<file path="src/rtl/regfile_write_arbiter.sv">
// regfile_write_arbiter
//   Shares the single register-file write port between the pipeline
//   writeback stage (A) and a long-latency unit (B). B results wait in a
//   2-entry FIFO. A normally wins. A starvation counter forces a one-cycle
//   stall so that B can drain. A 32-bit pending scoreboard marks registers
//   that still await a B result, so decode can detect RAW hazards.
//
// Ports
//   Clk, reset              clock; synchronous active-high reset
//   wbWrite/wbReg/wbData    writer A request
//   luValid/luReg/luData    writer B offer; accepted when luReady is high
//   luReady                 FIFO can accept a B result this cycle
//   issueValid/issueReg     B operation issued; marks issueReg pending
//   queryReg1/2, busy1/2    scoreboard lookups for decode
//   stall                   pipeline must hold; A's request is ignored
//   regWrite/writeReg/writeData  registered register-file write port
module regfile_write_arbiter #(
    parameter int MAX_WAIT = 4,
    parameter int CNT_W    = 4
) (
    input  logic        Clk,
    input  logic        reset,
    input  logic        wbWrite,
    input  logic [4:0]  wbReg,
    input  logic [31:0] wbData,
    input  logic        luValid,
    input  logic [4:0]  luReg,
    input  logic [31:0] luData,
    output logic        luReady,
    input  logic        issueValid,
    input  logic [4:0]  issueReg,
    input  logic [4:0]  queryReg1,
    input  logic [4:0]  queryReg2,
    output logic        busy1,
    output logic        busy2,
    output logic        stall,
    output logic        regWrite,
    output logic [4:0]  writeReg,
    output logic [31:0] writeData
);

    logic [4:0]       fifo_reg  [2];
    logic [31:0]      fifo_data [2];
    logic             wr_ptr;
    logic             rd_ptr;
    logic [1:0]       count;
    logic [CNT_W-1:0] wait_cnt;
    logic [31:0]      pending;
    logic [31:0]      pending_next;

    logic             a_req;
    logic             fifo_nonempty;
    logic             grant_a;
    logic             grant_b;
    logic             push;
    logic             pop;
    logic [4:0]       head_reg;
    logic [31:0]      head_data;

    assign fifo_nonempty = (count != 2'd0);
    assign head_reg      = fifo_reg[rd_ptr];
    assign head_data     = fifo_data[rd_ptr];

    // A write to r0 is not a real request: it neither wins nor blocks B.
    assign a_req   = wbWrite && (wbReg != 5'd0);

    // Readiness ignores a same-cycle pop, so a full FIFO never accepts.
    assign luReady = !reset && (count != 2'd2);
    assign stall   = !reset && (wait_cnt == CNT_W'(MAX_WAIT)) && fifo_nonempty;

    assign push    = luValid && luReady;
    assign pop     = grant_b && !reset;

    assign busy1   = (queryReg1 != 5'd0) && pending[queryReg1];
    assign busy2   = (queryReg2 != 5'd0) && pending[queryReg2];

    always_comb begin
        grant_a = 1'b0;
        grant_b = 1'b0;
        if (stall)
            grant_b = 1'b1;
        else if (a_req)
            grant_a = 1'b1;
        else if (fifo_nonempty)
            grant_b = 1'b1;
    end

    // Set is applied after clear so a same-cycle issue keeps the bit.
    always_comb begin
        pending_next = pending;
        if (grant_b && (head_reg != 5'd0))
            pending_next[head_reg] = 1'b0;
        if (issueValid && (issueReg != 5'd0))
            pending_next[issueReg] = 1'b1;
    end

    // Payload storage needs no reset; push is held low during reset.
    always_ff @(posedge Clk) begin
        if (push) begin
            fifo_reg[wr_ptr]  <= luReg;
            fifo_data[wr_ptr] <= luData;
        end
    end

    always_ff @(posedge Clk) begin
        if (reset) begin
            count     <= 2'd0;
            wr_ptr    <= 1'b0;
            rd_ptr    <= 1'b0;
            wait_cnt  <= '0;
            pending   <= '0;
            regWrite  <= 1'b0;
            writeReg  <= '0;
            writeData <= '0;
        end else begin
            if (push)
                wr_ptr <= ~wr_ptr;
            if (pop)
                rd_ptr <= ~rd_ptr;

            case ({push, pop})
                2'b10:   count <= count + 2'd1;
                2'b01:   count <= count - 2'd1;
                default: count <= count;
            endcase

            if (!fifo_nonempty || grant_b)
                wait_cnt <= '0;
            else if (grant_a && (wait_cnt != CNT_W'(MAX_WAIT)))
                wait_cnt <= wait_cnt + CNT_W'(1);

            // A popped r0 entry is discarded: no write, data/reg held.
            regWrite <= grant_a || (grant_b && (head_reg != 5'd0));
            if (grant_a) begin
                writeReg  <= wbReg;
                writeData <= wbData;
            end else if (grant_b && (head_reg != 5'd0)) begin
                writeReg  <= head_reg;
                writeData <= head_data;
            end

            pending <= pending_next;
        end
    end

endmodule

</file>
<file path="config.mk">
export PLATFORM = sky130hd
export DESIGN_NAME = regfile_write_arbiter
export DESIGN_NICKNAME = d
export VERILOG_FILES = /design/src/rtl/regfile_write_arbiter.sv
export SDC_FILE = /design/constraint.sdc
export NUM_CORES = 1
export LEC_CHECK = 0
export ABC_AREA = 0
export ABC_CLOCK_PERIOD_IN_PS = 3560
export CORE_UTILIZATION = 47
export DETAILED_ROUTE_END_ITERATION = 10
export GPL_TIMING_DRIVEN = 0
export HOLD_SLACK_MARGIN = 0.08
export PLACE_DENSITY = 0.76
export SKIP_CTS_REPAIR_TIMING = 1
export SYNTH_ARGS = -nofsm -noshare
export SYNTH_HDL_FRONTEND = slang
export SYNTH_SLANG_ARGS = --single-unit
</file>
<file path="constraint.sdc">
create_clock -name Clk -period 3.56 [get_ports Clk]
set_clock_uncertainty 0.05 [all_clocks]
set_input_delay 1.068 -clock Clk [delete_from_list [all_inputs] [get_ports Clk]]
set_output_delay 1.068 -clock Clk [all_outputs]
set_load 0.02 [all_outputs]
</file>
==> results by group, run 1 <==
Detailed routing
  – DR vias: 6,039
  – 1st-iter DRT viols: 498
  – Post-detailed-routing wire length: 20,100 um
  – Routed Antenna Nets: 0
  – DR WL/cell: 20.7 um
  – Vias per cell: 6.22
  – DRC: 12
  – DRT Pass-1 Iters: 8

Synthesis
  – Largest cells by area after synthesis: edfxtp_1, dfxtp_1, mux2_2
  – Async SR Flop Fraction: 0%
  – Number of synthesized flops with an enable pin: 74
  – YS warnings: 0
  – Synth Net Count: 721
  – Synth Cell Area: 0.00713 mm2
  – Most used flip-flop cell after synthesis: dfxtp_1
  – Syn Area/Cell: 11.4 um2
  – Yosys reg bits: 152
  – Synth Instances: 624
  – Top-count cell post-synth: dfxtp_1
  – Seq/Total Area, Yosys: 53.1%
  – Ranking of synthesized cells by instance count: dfxtp_1, edfxtp_1, nor2_1
  – Synth cell types: 58
  – Cell taking the most area after synthesis: edfxtp_1
  – Post-synth top area share: 31.2%

Pwr
  – PwrDens: 507 mW/mm2
  – P_int: 3.54 mW
  – Seq pwr share: 41.8%
  – Comb pwr share: 17.3%
  – Leak pwr: 3.28 nW
  – Max IR drop VDD: 0.000361 V
  – P_sw: 1.22 mW
  – Sw frac: 25.6%
  – Clock power share: 40.9%

Status
  – Failing checks: design-rule violations
  – Status: complete, but fails checks

STA
  – Final count of negative-setup-slack endpoints: 0
  – Worst-margin pin slew: 0.937 ns
  – Fin. Hold Viols: 0
  – Setup TNS: 0 ns
  – Slew HR: 37.5%
  – Post-layout minimum cycle time: 3.55 ns
  – Slew Limit Fails: 0
  – Final period utilization: 99.7%
  – Fmax: 282 MHz
  – RSZ-0062 raised after global routing: yes

Place
  – Port bufs: 128
  – RePlAce Congestion: 0.851
  – Final HPWL DP: 14,500 um
  – Cell Area, Placed: 0.00871 mm2

Floorplan
  – Number of core rows: 44
  – I/O Pins: 136
  – Die Area: 0.0157 mm2
  – Core area: 0.0146 mm2
  – Starting Density: 48.7%
  – Die outline width: 125 um
  – Die span in y: 125 um

Critical path
  – Buffers & Inverters on Critical Path: 2
  – Startpoint Class: primary input
  – Critical R2R Capture: count[1]$_SDFFE_PP0P_
  – Critical path arrival: 2.43 ns
  – Worst EP required: 2.44 ns
  – Critical path's top delay family: multiplexers
  – RR Startpoint: wait_cnt[0]$_SDFFE_PP0P_
  – CP endpoint kind: output pin
  – R2r setup slk: 0.65 ns
  – Slowest CP cell: mux4_2
  – CP Depth: 6
  – CP most frequent cell: buf_4
  – Crit path cell chain: buf_4 > mux2i_1 > mux4_2 > mux2_2 > o221ai_2 > buf_4
  – Worst setup path end: busy2
  – Delay of the slowest critical-path stage: 0.48 ns
  – R2R depth: 13
  – CP max FO: 8
  – Critical Path Start: queryReg2[1]
  – Crit Path Class: primary input to output pin

Cells and area
  – Diodes inserted: 0
  – Max reg flops: 64
  – Fin area: 0.00938 mm2
  – Area growth from synthesis to layout: 31.5%
  – Layout cells sized above 1: 19.2%
  – Multi-input gate area: 0.00299 mm2
  – Fill count: 1,125
  – Regs by FF count: fifo_data: 64 flops, writeData: 32 flops, pending: 31 flops
  – Most flops, register: fifo_data
  – # nets final: 871
  – Sequential Area: 0.00378 mm2

CTS
  – Clock-pin slew on the worst setup and hold paths: 0.06 ns
  – CTS tree: done
  – Clock latency on the worst-skew pair: 0.42 ns
  – # clock sinks: 152
  – Root buffer selected by CTS: clkbuf_16
  – Total CTS buffers: 17
  – Clock Tree Buf Depth: 2
  – Htree depth: 4

GRT
  – First-pass GRT wire length: 31,900 um
  – Largest net degree at the start of global routing: 27
  – Initial antenna violation count: 0
  – GRT Total Usage: 26.4%
  – Via count of the first global-routing pass: 6,024
  – GRT overflow: 0

Min path
  – Hold Path Class: flop to flop

Run
  – Max-Cap Viols: 0
cell families (layout without fill, tap and decap cells):
| logic type | count (synthesis) | count (layout) | synth area share, % |
|---|---|---|---|
| AND/OR/NAND/NOR | 164 | 164 | 12.7 |
| flip-flops | 152 | 152 | 53.1 |
| AO/OA/AOI/OAI | 141 | 141 | 15.2 |
| buffers and inverters | 95 | 258 | 5.72 |
| multiplexers | 65 | 65 | 12.3 |
| XOR/XNOR | 4 | 4 | 0.491 |
| adder cells (fa/ha/maj) | 3 | 3 | 0.526 |
per-stage QoR:
step	util [%]	worst slack (ns)	hold slack [ns]	std cells	power (mW)
4_1_cts	63.8	-0.847	0.433	970	4.75
3_5_place_dp	59.5	-0.846	0.422	938	2.82
3_3_place_gp	59.1	-1.27	0.413	936	2.79
6_report	64.1	0.0123	0.435	971	4.75
2_1_floorplan	-	-0.0609	0.405	624	2.47
5_1_grt	64.1	-0.0423	0.450	971	4.91
worst reg2reg max path: stages, from the launching register on:
cell and delay [ns]:
dfxtp_1 0.42, inv_1 0.07, ha_1 0.24, nand3b_1 0.27
o31a_1 0.16, clkbuf_1 0.32, a21o_1 0.19, buf_6 0.15
buf_8 0.16, nor2_4 0.05, ha_4 0.18, xnor2_1 0.13
or3_1 0.31, a21oi_1 0.15
metal layers:
metal | global-route usage, % | wire length (um) | up-vias | part of all wire, %
li1 | - | - | 2728 | -
met1 | 33.9 | 8480 | 3015 | 42
met2 | 44.0 | 9930 | 263 | 49
met3 | 5.39 | 1320 | 33 | 6.5
met4 | 10.1 | 413 | 0 | 2.1
met5 | 0 | 0 | - | 0
power by group through the flow:
stage	Combinational, mW	Clock, mW	Sequential, mW
final	0.821	1.95	1.99
after global routing	0.874	2.04	1.99
after CTS	0.808	1.96	1.99
after detailed placement	0.802	0	2.02
after global placement	0.774	0	2.02
after floorplan	0.407	0	2.06
cell type report:
cell class / count / area share, %
Buffer: 51 / 2.75
Clock buffer: 19 / 4.62
Clock inverter: 13 / 2.15
Inverter: 42 / 1.72
Multi-Input combinational cell: 377 / 31.9
Sequential cell: 152 / 40.3
Tap cell: 184 / 2.45
Timing Repair Buffer: 133 / 14.1
how the worst min path moves through the flow:
stage                             start                        to  slack (ns)  depth (start not counted)
3_3_place_gp   writeReg[1]$_SDFFE_PP0P_  writeReg[1]$_SDFFE_PP0P_        0.41                          2
2_1_floorplan     pending[7]$_SDFF_PP0_     pending[7]$_SDFF_PP0_        0.40                          2
3_5_place_dp   writeReg[1]$_SDFFE_PP0P_  writeReg[1]$_SDFFE_PP0P_        0.42                          2
5_1_grt        writeReg[1]$_SDFFE_PP0P_  writeReg[1]$_SDFFE_PP0P_        0.45                          2
4_1_cts        writeReg[1]$_SDFFE_PP0P_  writeReg[1]$_SDFFE_PP0P_        0.43                          2
6_report       writeReg[1]$_SDFFE_PP0P_  writeReg[1]$_SDFFE_PP0P_        0.43                          2
cells in the final DEF (no fill, tap or decap), types with 9 or more instances in the layout:
cell type,synthesis,final
a21oi_1,11,11
a31oi_1,34,34
clkbuf_1,40,35
clkbuf_16,0,17
clkdlybuf4s50_1,0,121
dfxtp_1,78,78
edfxtp_1,74,74
inv_1,41,41
mux2_2,39,39
mux2i_1,12,12
mux4_2,14,14
nand2_1,9,9
nand3_1,13,13
nor2_1,42,39
nor4_1,39,39
o21ai_0,10,10
o311a_1,15,15
o31ai_1,9,9
o32ai_1,33,33
or2_2,19,19
Power figures use the tool's default switching activity.
==> run 2, diff against run 1 <==
--- a/config.mk
+++ b/config.mk
@@ -5,13 +5,14 @@
 export SDC_FILE = /design/constraint.sdc
 export NUM_CORES = 1
 export LEC_CHECK = 0
-export ABC_AREA = 0
+export ABC_AREA = 1
 export ABC_CLOCK_PERIOD_IN_PS = 3560
-export CORE_UTILIZATION = 47
+export CELL_PAD_IN_SITES_DETAIL_PLACEMENT = 0
+export CELL_PAD_IN_SITES_GLOBAL_PLACEMENT = 2
+export CORE_UTILIZATION = 27
 export DETAILED_ROUTE_END_ITERATION = 10
-export GPL_TIMING_DRIVEN = 0
 export HOLD_SLACK_MARGIN = 0.08
-export PLACE_DENSITY = 0.76
+export PLACE_DENSITY_LB_ADDON = 0.1
 export SKIP_CTS_REPAIR_TIMING = 1
 export SYNTH_ARGS = -nofsm -noshare
 export SYNTH_HDL_FRONTEND = slang
==> run 2 against run 1 <==
  * The run now ends clean
  * Clock power down 7%
  * Worst setup slack improved by 0.12 ns
  * Die area is 83% higher
==> results by group, run 2 <==
Status
  – Status: complete, no violations

CTS
  – Clock Tree Buf Depth: 2 (unchanged)
  – CTS tree: done
  – Total CTS buffers: 17 (unchanged)
  – Root buffer selected by CTS: clkbuf_16
  – Clock-pin slew on the worst setup and hold paths: 0.06 ns (about the same)
  – Htree depth: 4 (unchanged)
  – # clock sinks: 153 (+0.66%)
  – Clock latency on the worst-skew pair: 0.43 ns (about the same)

STA
  – Slew HR: 53.9% (+16 points)
  – Fin. Hold Viols: 0 (unchanged)
  – Post-route setup slack: 0.135 ns (+0.123 ns)
  – Worst hold slack: 0.414 ns (-0.0206 ns)
  – RSZ-0062 raised after global routing: no
  – Worst-margin pin slew: 0.686 ns (-0.252 ns)
  – Final count of negative-setup-slack endpoints: 0 (unchanged)
  – Final period utilization: 96.2% (-3.5 points)
  – Fmax: 292 MHz (+3.6%)
  – Post-layout minimum cycle time: 3.42 ns (-0.123 ns)
  – Slew Limit Fails: 0 (unchanged)

Detailed routing
  – Vias per cell: 4.27 (-31%)
  – DR WL/cell: 14.9 um (-28%)
  – DRC: 0 (-12)
  – DRT Pass-1 Iters: 5 (-3)
  – 1st-iter DRT viols: 344 (-31%)
  – Post-detailed-routing wire length: 23,100 um (+15%)
  – DR vias: 6,639 (+9.9%)
  – Routed Antenna Nets: 0 (unchanged)

Synthesis
  – Yosys reg bits: 153 (+0.66%)
  – Synth Instances: 1,029 (+65%)
  – Largest cells by area after synthesis: edfxtp_1, dfxtp_1, nand2_1
  – Post-synth top area share: 29.4% (-1.8 points)
  – Seq/Total Area, Yosys: 50.3% (-2.7 points)
  – Number of synthesized flops with an enable pin: 74 (unchanged)
  – Synth Cell Area: 0.00756 mm2 (+6.0%)
  – Cell taking the most area after synthesis: edfxtp_1
  – Ranking of synthesized cells by instance count: nand2_1, nor2_1, nand3_1
  – Synth cell types: 29 (-50%)
  – YS warnings: 0 (unchanged)
  – Top-count cell post-synth: nand2_1
  – Synth Net Count: 1,126 (+56%)
  – Async SR Flop Fraction: 0% (unchanged)
  – Most used flip-flop cell after synthesis: dfxtp_1
  – Syn Area/Cell: 7.35 um2 (-36%)

Critical path
  – Slowest CP cell: clkdlybuf4s50_1
  – Crit Path Class: primary input to output pin
  – Worst EP required: 2.44 ns (about the same)
  – CP most frequent cell: nand2_1
  – Critical path arrival: 2.31 ns (-0.12 ns)
  – CP endpoint kind: output pin
  – Crit path cell chain: clkdlybuf4s50_1 > inv_1 > buf_4 > nand3_1 > nand3_1 > nand2_1 > nand2_1 > nand2_1 > clkbuf_2
  – Critical path's top delay family: buffers and inverters
  – Delay of the slowest critical-path stage: 0.54 ns (+0.06 ns)
  – Buffers & Inverters on Critical Path: 4 (+2)
  – Startpoint Class: primary input
  – CP max FO: 4 (-4)

Pwr
  – P_sw: 1.38 mW (+13%)
  – PwrDens: 465 mW/mm2 (-8.3%)
  – Comb pwr share: 18.4% (+1.1 points)
  – Seq pwr share: 42.6% (+0.8 points)
  – Max IR drop VDD: 0.000241 V (-33%)
  – Sw frac: 29.6% (+4.0 points)
  – Leak pwr: 4.23 nW (+29%)
  – Clock power share: 39.0% (-1.9 points)
  – P_int: 3.28 mW (-7.1%)

GRT
  – First-pass GRT wire length: 35,800 um (+12%)
  – GRT Total Usage: 16.3% (-10 points)
  – Initial antenna violation count: 1 (+1)
  – Via count of the first global-routing pass: 6,435 (+6.8%)
  – GRT overflow: 0 (unchanged)
  – Largest net degree at the start of global routing: 55 (+100%)

Cells and area
  – Most common cell after layout, fill and taps aside: nand2_1
  – Sequential Area: 0.00380 mm2 (+0.56%)
  – Fill count: 2,953 (+160%)
  – Multi-input gate area: 0.00313 mm2 (+4.7%)
  – # nets final: 1,266 (+45%)
  – Max reg flops: 64 (unchanged)
  – Area growth from synthesis to layout: 32.8%
  – Regs by FF count: fifo_data: 64 flops, pending: 32 flops, writeData: 32 flops
  – Most flops, register: fifo_data
  – Most frequent cells in the layout: nand2_1, clkdlybuf4s50_1, nor2_1
  – Layout cells sized above 1: 7.45% (-12 points)
  – Diodes inserted: 0 (unchanged)

Floorplan
  – Core area: 0.0272 mm2 (+86%)
  – Die outline width: 169 um (+35%)
  – I/O Pins: 136 (unchanged)
  – Number of core rows: 60 (+36%)
  – Die Area: 0.0287 mm2 (+83%)
  – Starting Density: 27.8% (-21 points)
  – Die span in y: 169 um (+35%)

Min path
  – Hold Path Class: flop to flop

Run
  – Max-Cap Viols: 0 (unchanged)

Place
  – Post-Place Setup Slack: -0.494 ns (+0.353 ns)
  – RePlAce Congestion: 0.732 (-14%)
  – Final HPWL DP: 16,100 um (+11%)
  – Port bufs: 135 (+5.5%)
-- run 2: cell types whose count changed after synthesis, moves of 38 or more --
cell and change:
inv_1 +58, mux2_2 -39, nand2_1 +380, nand3_1 +97, nor2_1 +77, nor4_1 -38
-- run 2: power groups by stage --
| stage | clock (mW) | combinational, mW | sequential (mW) |
|---|---|---|---|
| after global placement | 0 | 0.874 | 2.03 |
| after floorplan | 0 | 0.433 | 2.07 |
| after global routing | 1.94 | 0.957 | 2.00 |
| after CTS | 1.86 | 0.877 | 1.99 |
| final | 1.82 | 0.858 | 1.99 |
| after detailed placement | 0 | 0.872 | 2.03 |
-- run 2: cells by family (layout without fill, tap and decap cells) --
kind of cell / count (synthesis) / in the layout / synth area share (%)
DFF: 153 / 153 / 50.3
and+or+nand+nor: 640 / 640 / 34.5
AOI/OAI and AO/OA: 82 / 82 / 5.96
xor gates and xnor gates: 1 / 1 / 0.116
buffers and inverters: 150 / 303 / 8.61
adders and majority gates: 3 / 3 / 0.497
-- run 2: final timing paths --
kind / slack [ns] / to / start / cells after the start
hold / removal: 0.41 / pending[5]$_SDFF_PP0_ / pending[5]$_SDFF_PP0_ / 2
hold reg to reg: 0.41 / pending[5]$_SDFF_PP0_ / pending[5]$_SDFF_PP0_ / 2
setup / recovery: 0.14 / busy1 / queryReg1[2] / 9
setup reg to reg: 1.04 / writeData[9]$_SDFFE_PP0P_ / flop / 10
-- run 2: through the flow --
step	cells	util (%)	instance area, um2	total power, mW	TNS, ns
2_1_floorplan	1029	-	7560	2.51	-24.88
3_3_place_gp	1520	34.7	9440	2.90	-0.997
3_5_place_dp	1520	34.7	9440	2.90	-0.966
4_1_cts	1552	36.9	10000	4.73	-1.01
5_1_grt	1554	36.9	10000	4.89	0
6_report	1554	36.9	10000	4.66	0
-- run 2: metal layers --
metal	routed length, um	global-route usage, %
met5	0	0
met3	1210	4.76
met2	10800	26.9
met1	10900	21.3
met4	150	3.06
-- run 2: cell type report --
class | count | share of cell area (%)
Clock inverter | 14 | 1.51
Sequential cell | 153 | 37.9
Timing Repair Buffer | 169 | 16.7
Inverter | 102 | 3.81
Multi-Input combinational cell | 726 | 31.2
Tap cell | 372 | 4.64
Clock buffer | 18 | 4.27
-- run 2: worst min-delay path: stages (launching register included) --
cell and delay, ns:
dfxtp_1 0.31, nand2_1 0.06, a21oi_1 0.05
==> run 3, diff against run 2 <==
--- a/config.mk
+++ b/config.mk
@@ -8,8 +8,9 @@
 export ABC_AREA = 1
 export ABC_CLOCK_PERIOD_IN_PS = 3560
 export CELL_PAD_IN_SITES_DETAIL_PLACEMENT = 0
-export CELL_PAD_IN_SITES_GLOBAL_PLACEMENT = 2
-export CORE_UTILIZATION = 27
+export CELL_PAD_IN_SITES_GLOBAL_PLACEMENT = 1
+export CORE_MARGIN = 4
+export CORE_UTILIZATION = 34
 export DETAILED_ROUTE_END_ITERATION = 10
 export HOLD_SLACK_MARGIN = 0.08
 export PLACE_DENSITY_LB_ADDON = 0.1
==> run 3 against run 2 <==
  * Highest routed layer is now met5
  * Largest cell class unchanged
  * The run now ends with negative setup slack left
  * Via count is 0.53% lower
  * Worst setup slack worse by 0.14 ns
  * Global-route usage is 0.91 points higher
  * Combinational power is 1% lower
  * Non-clock buffer count is 1 lower
  * Fmax is 3.8% lower
  * Critical path depth is 1 higher
  * Count of clock-buffer cells in the layout stayed put
==> results by group, run 3 (synthesized netlist as in run 2, its figures left out) <==
Detailed routing
  – Routed Antenna Nets: 0 (unchanged)
  – Post-detailed-routing wire length: 21,200 um (-8.4%)
  – DRC: 0 (unchanged)
  – Vias per cell: 4.52 (+5.8%)
  – DR WL/cell: 14.5 um (-2.6%)
  – DR vias: 6,604 (-0.53%)
  – 1st-iter DRT viols: 387 (+13%)
  – DRT Pass-1 Iters: 5 (unchanged)

Cells and area
  – Most common cell after layout, fill and taps aside: nand2_1
  – Finished Layout Cells: 1,461 (-6.0%)
  – Final core occ: 46.0% (+9.0 points)
  – Area growth from synthesis to layout: 32.7% (about the same)
  – Fill count: 2,205 (-25%)
  – Max reg flops: 64 (unchanged)
  – Most frequent cells in the layout: nand2_1, clkdlybuf4s50_1, nor2_1
  – Diodes inserted: 0 (unchanged)
  – Layout cells sized above 1: 7.03% (-0.42 points)
  – # nets final: 1,265 (-0.079%)
  – Regs by FF count: fifo_data: 64 flops, pending: 32 flops, writeData: 32 flops
  – Most flops, register: fifo_data

GRT
  – GRT Total Usage: 17.3% (+0.91 points)
  – Met1 Resource Use GR: 22.9% (+1.6 points)
  – Largest net degree at the start of global routing: 45 (-18%)
  – First-pass GRT wire length: 33,500 um (-6.3%)
  – GRT overflow: 0 (unchanged)
  – Initial antenna violation count: 1 (unchanged)
  – Routing usage on met2: 27.5% (+0.58 points)
  – Gr busiest metal: met2
  – M3 GR Usage: 5.83% (+1.1 points)
  – Via count of the first global-routing pass: 6,332 (-1.6%)

Critical path
  – Critical path arrival: 2.44 ns (+0.13 ns)
  – CP endpoint kind: output pin
  – Crit Path Class: primary input to output pin
  – CP max FO: 11 (+7)
  – Startpoint Class: primary input
  – Worst EP required: 2.44 ns (about the same)

Place
  – RePlAce Congestion: 0.778 (+6.2%)
  – Port bufs: 135 (unchanged)
  – Final HPWL DP: 14,600 um (-9.4%)
  – Placed insts: 1,428 (-6.1%)

CTS
  – # clock sinks: 153 (unchanged)
  – Htree depth: 4 (unchanged)
  – Clock latency on the worst-skew pair: 0.42 ns (about the same)
  – Total CTS buffers: 17 (unchanged)
  – Root buffer selected by CTS: clkbuf_16
  – CTS tree: done
  – Clock-pin slew on the worst setup and hold paths: 0.06 ns (about the same)
  – Clock Tree Buf Depth: 2 (unchanged)

Floorplan
  – Number of core rows: 54 (-10%)
  – I/O Pins: 136 (unchanged)
  – Die Area: 0.0247 mm2 (-14%)
  – Die span in y: 157 um (-7.2%)
  – Core area: 0.0218 mm2 (-20%)
  – Die outline width: 157 um (-7.2%)
  – Starting Density: 34.6% (+6.8 points)

Status
  – Failing checks: negative setup slack
  – Status: complete, but fails checks

Pwr
  – Leak pwr: 4.30 nW (+1.6%)
  – PwrDens: 486 mW/mm2 (+4.5%)
  – Max IR drop VDD: 0.000319 V (+32%)

STA
  – Slew HR: 53.9% (about the same)
  – RSZ-0062 raised after global routing: yes
  – Post-layout minimum cycle time: 3.56 ns (+0.135 ns)
  – Slew Limit Fails: 0 (unchanged)
  – Fin. Hold Viols: 0 (unchanged)
  – Final count of negative-setup-slack endpoints: 1 (+1)
  – Worst-margin pin slew: 0.688 ns (+0.00235 ns)
  – Final period utilization: 100% (+3.8 points)
  – Post-route setup slack: -0.000102 ns (-0.135 ns)
  – Fmax: 281 MHz (-3.8%)

Run
  – Max-Cap Viols: 0 (unchanged)

Min path
  – Hold Path Class: flop to flop
run 3: changes by cell type in the layout (fill, tap and decap cells not counted), sizes merged:
cell / delta
bufinv: +4
buf: -2
clkinvlp: -2
inv: -2
clkbuf: -1
clkdlybuf4s50: +1
dlymetal6s2s: +1
run 3: final timing paths:
| path | from | endpoint | slack (ns) | cells after the start |
|---|---|---|---|---|
| hold / removal | pending[6]$_SDFF_PP0_ | pending[6]$_SDFF_PP0_ | 0.42 | 2 |
| hold reg to reg | pending[6]$_SDFF_PP0_ | pending[6]$_SDFF_PP0_ | 0.42 | 2 |
| setup / recovery | queryReg2[1] | busy2 | -0.0001 | 10 |
| setup reg to reg | flop | writeData[2]$_SDFFE_PP0P_ | 1.04 | 10 |
run 3: where the power goes:
part | internal [mW] | switching [mW] | total (mW)
logic | 0.354 | 0.493 | 0.848
registers | 1.94 | 0.0512 | 1.99
clock network | 1.27 | 0.765 | 2.03
total | 3.56 | 1.31 | 4.87
run 3: worst max-delay path, stage by stage:
cell	delay, ns
clkdlybuf4s50_1	0.42
buf_4	0.19
a21oi_1	0.11
o21ai_0	0.09
nand3_1	0.07
nand3b_1	0.08
nand2_1	0.08
nand2_1	0.05
nand2_1	0.05
dlymetal6s2s_1	0.21
run 3: final cells by class:
| class | instances | area, um2 | share of cell area, % |
|---|---|---|---|
| tap | 280 | 350 | 3.49 |
| clock inverter | 14 | 234 | 2.33 |
| timing repair buffer | 168 | 1700 | 16.9 |
| clock buffer | 18 | 429 | 4.28 |
| inverter | 102 | 383 | 3.82 |
| multi-input combinational | 726 | 3130 | 31.2 |
| sequential | 153 | 3800 | 37.9 |
run 3: routing by layer:
metal	share of wire (%)	wire, um	vias to the layer above
li1	-	-	3561
met1	47	10000	2900
met2	46	9650	129
met3	6.2	1310	12
met4	0.70	148	2
met5	0.052	11	-
run 3: stage by stage:
| stage | cell area (um2) | hold WS (ns) | worst slack [ns] | TNS (ns) | power [mW] |
|---|---|---|---|---|---|
| 6_report | 10000 | 0.418 | -0.000102 | -0.000102 | 4.87 |
| 5_1_grt | 10000 | 0.431 | -0.119 | -0.119 | 5.10 |
| 4_1_cts | 10000 | 0.416 | -0.504 | -1.16 | 4.93 |
| 3_5_place_dp | 9350 | 0.406 | -0.500 | -1.12 | 2.88 |
| 3_3_place_gp | 9350 | 0.398 | -0.495 | -1.13 | 2.88 |
| 2_1_floorplan | 7560 | 0.379 | -0.336 | -24.88 | 2.51 |
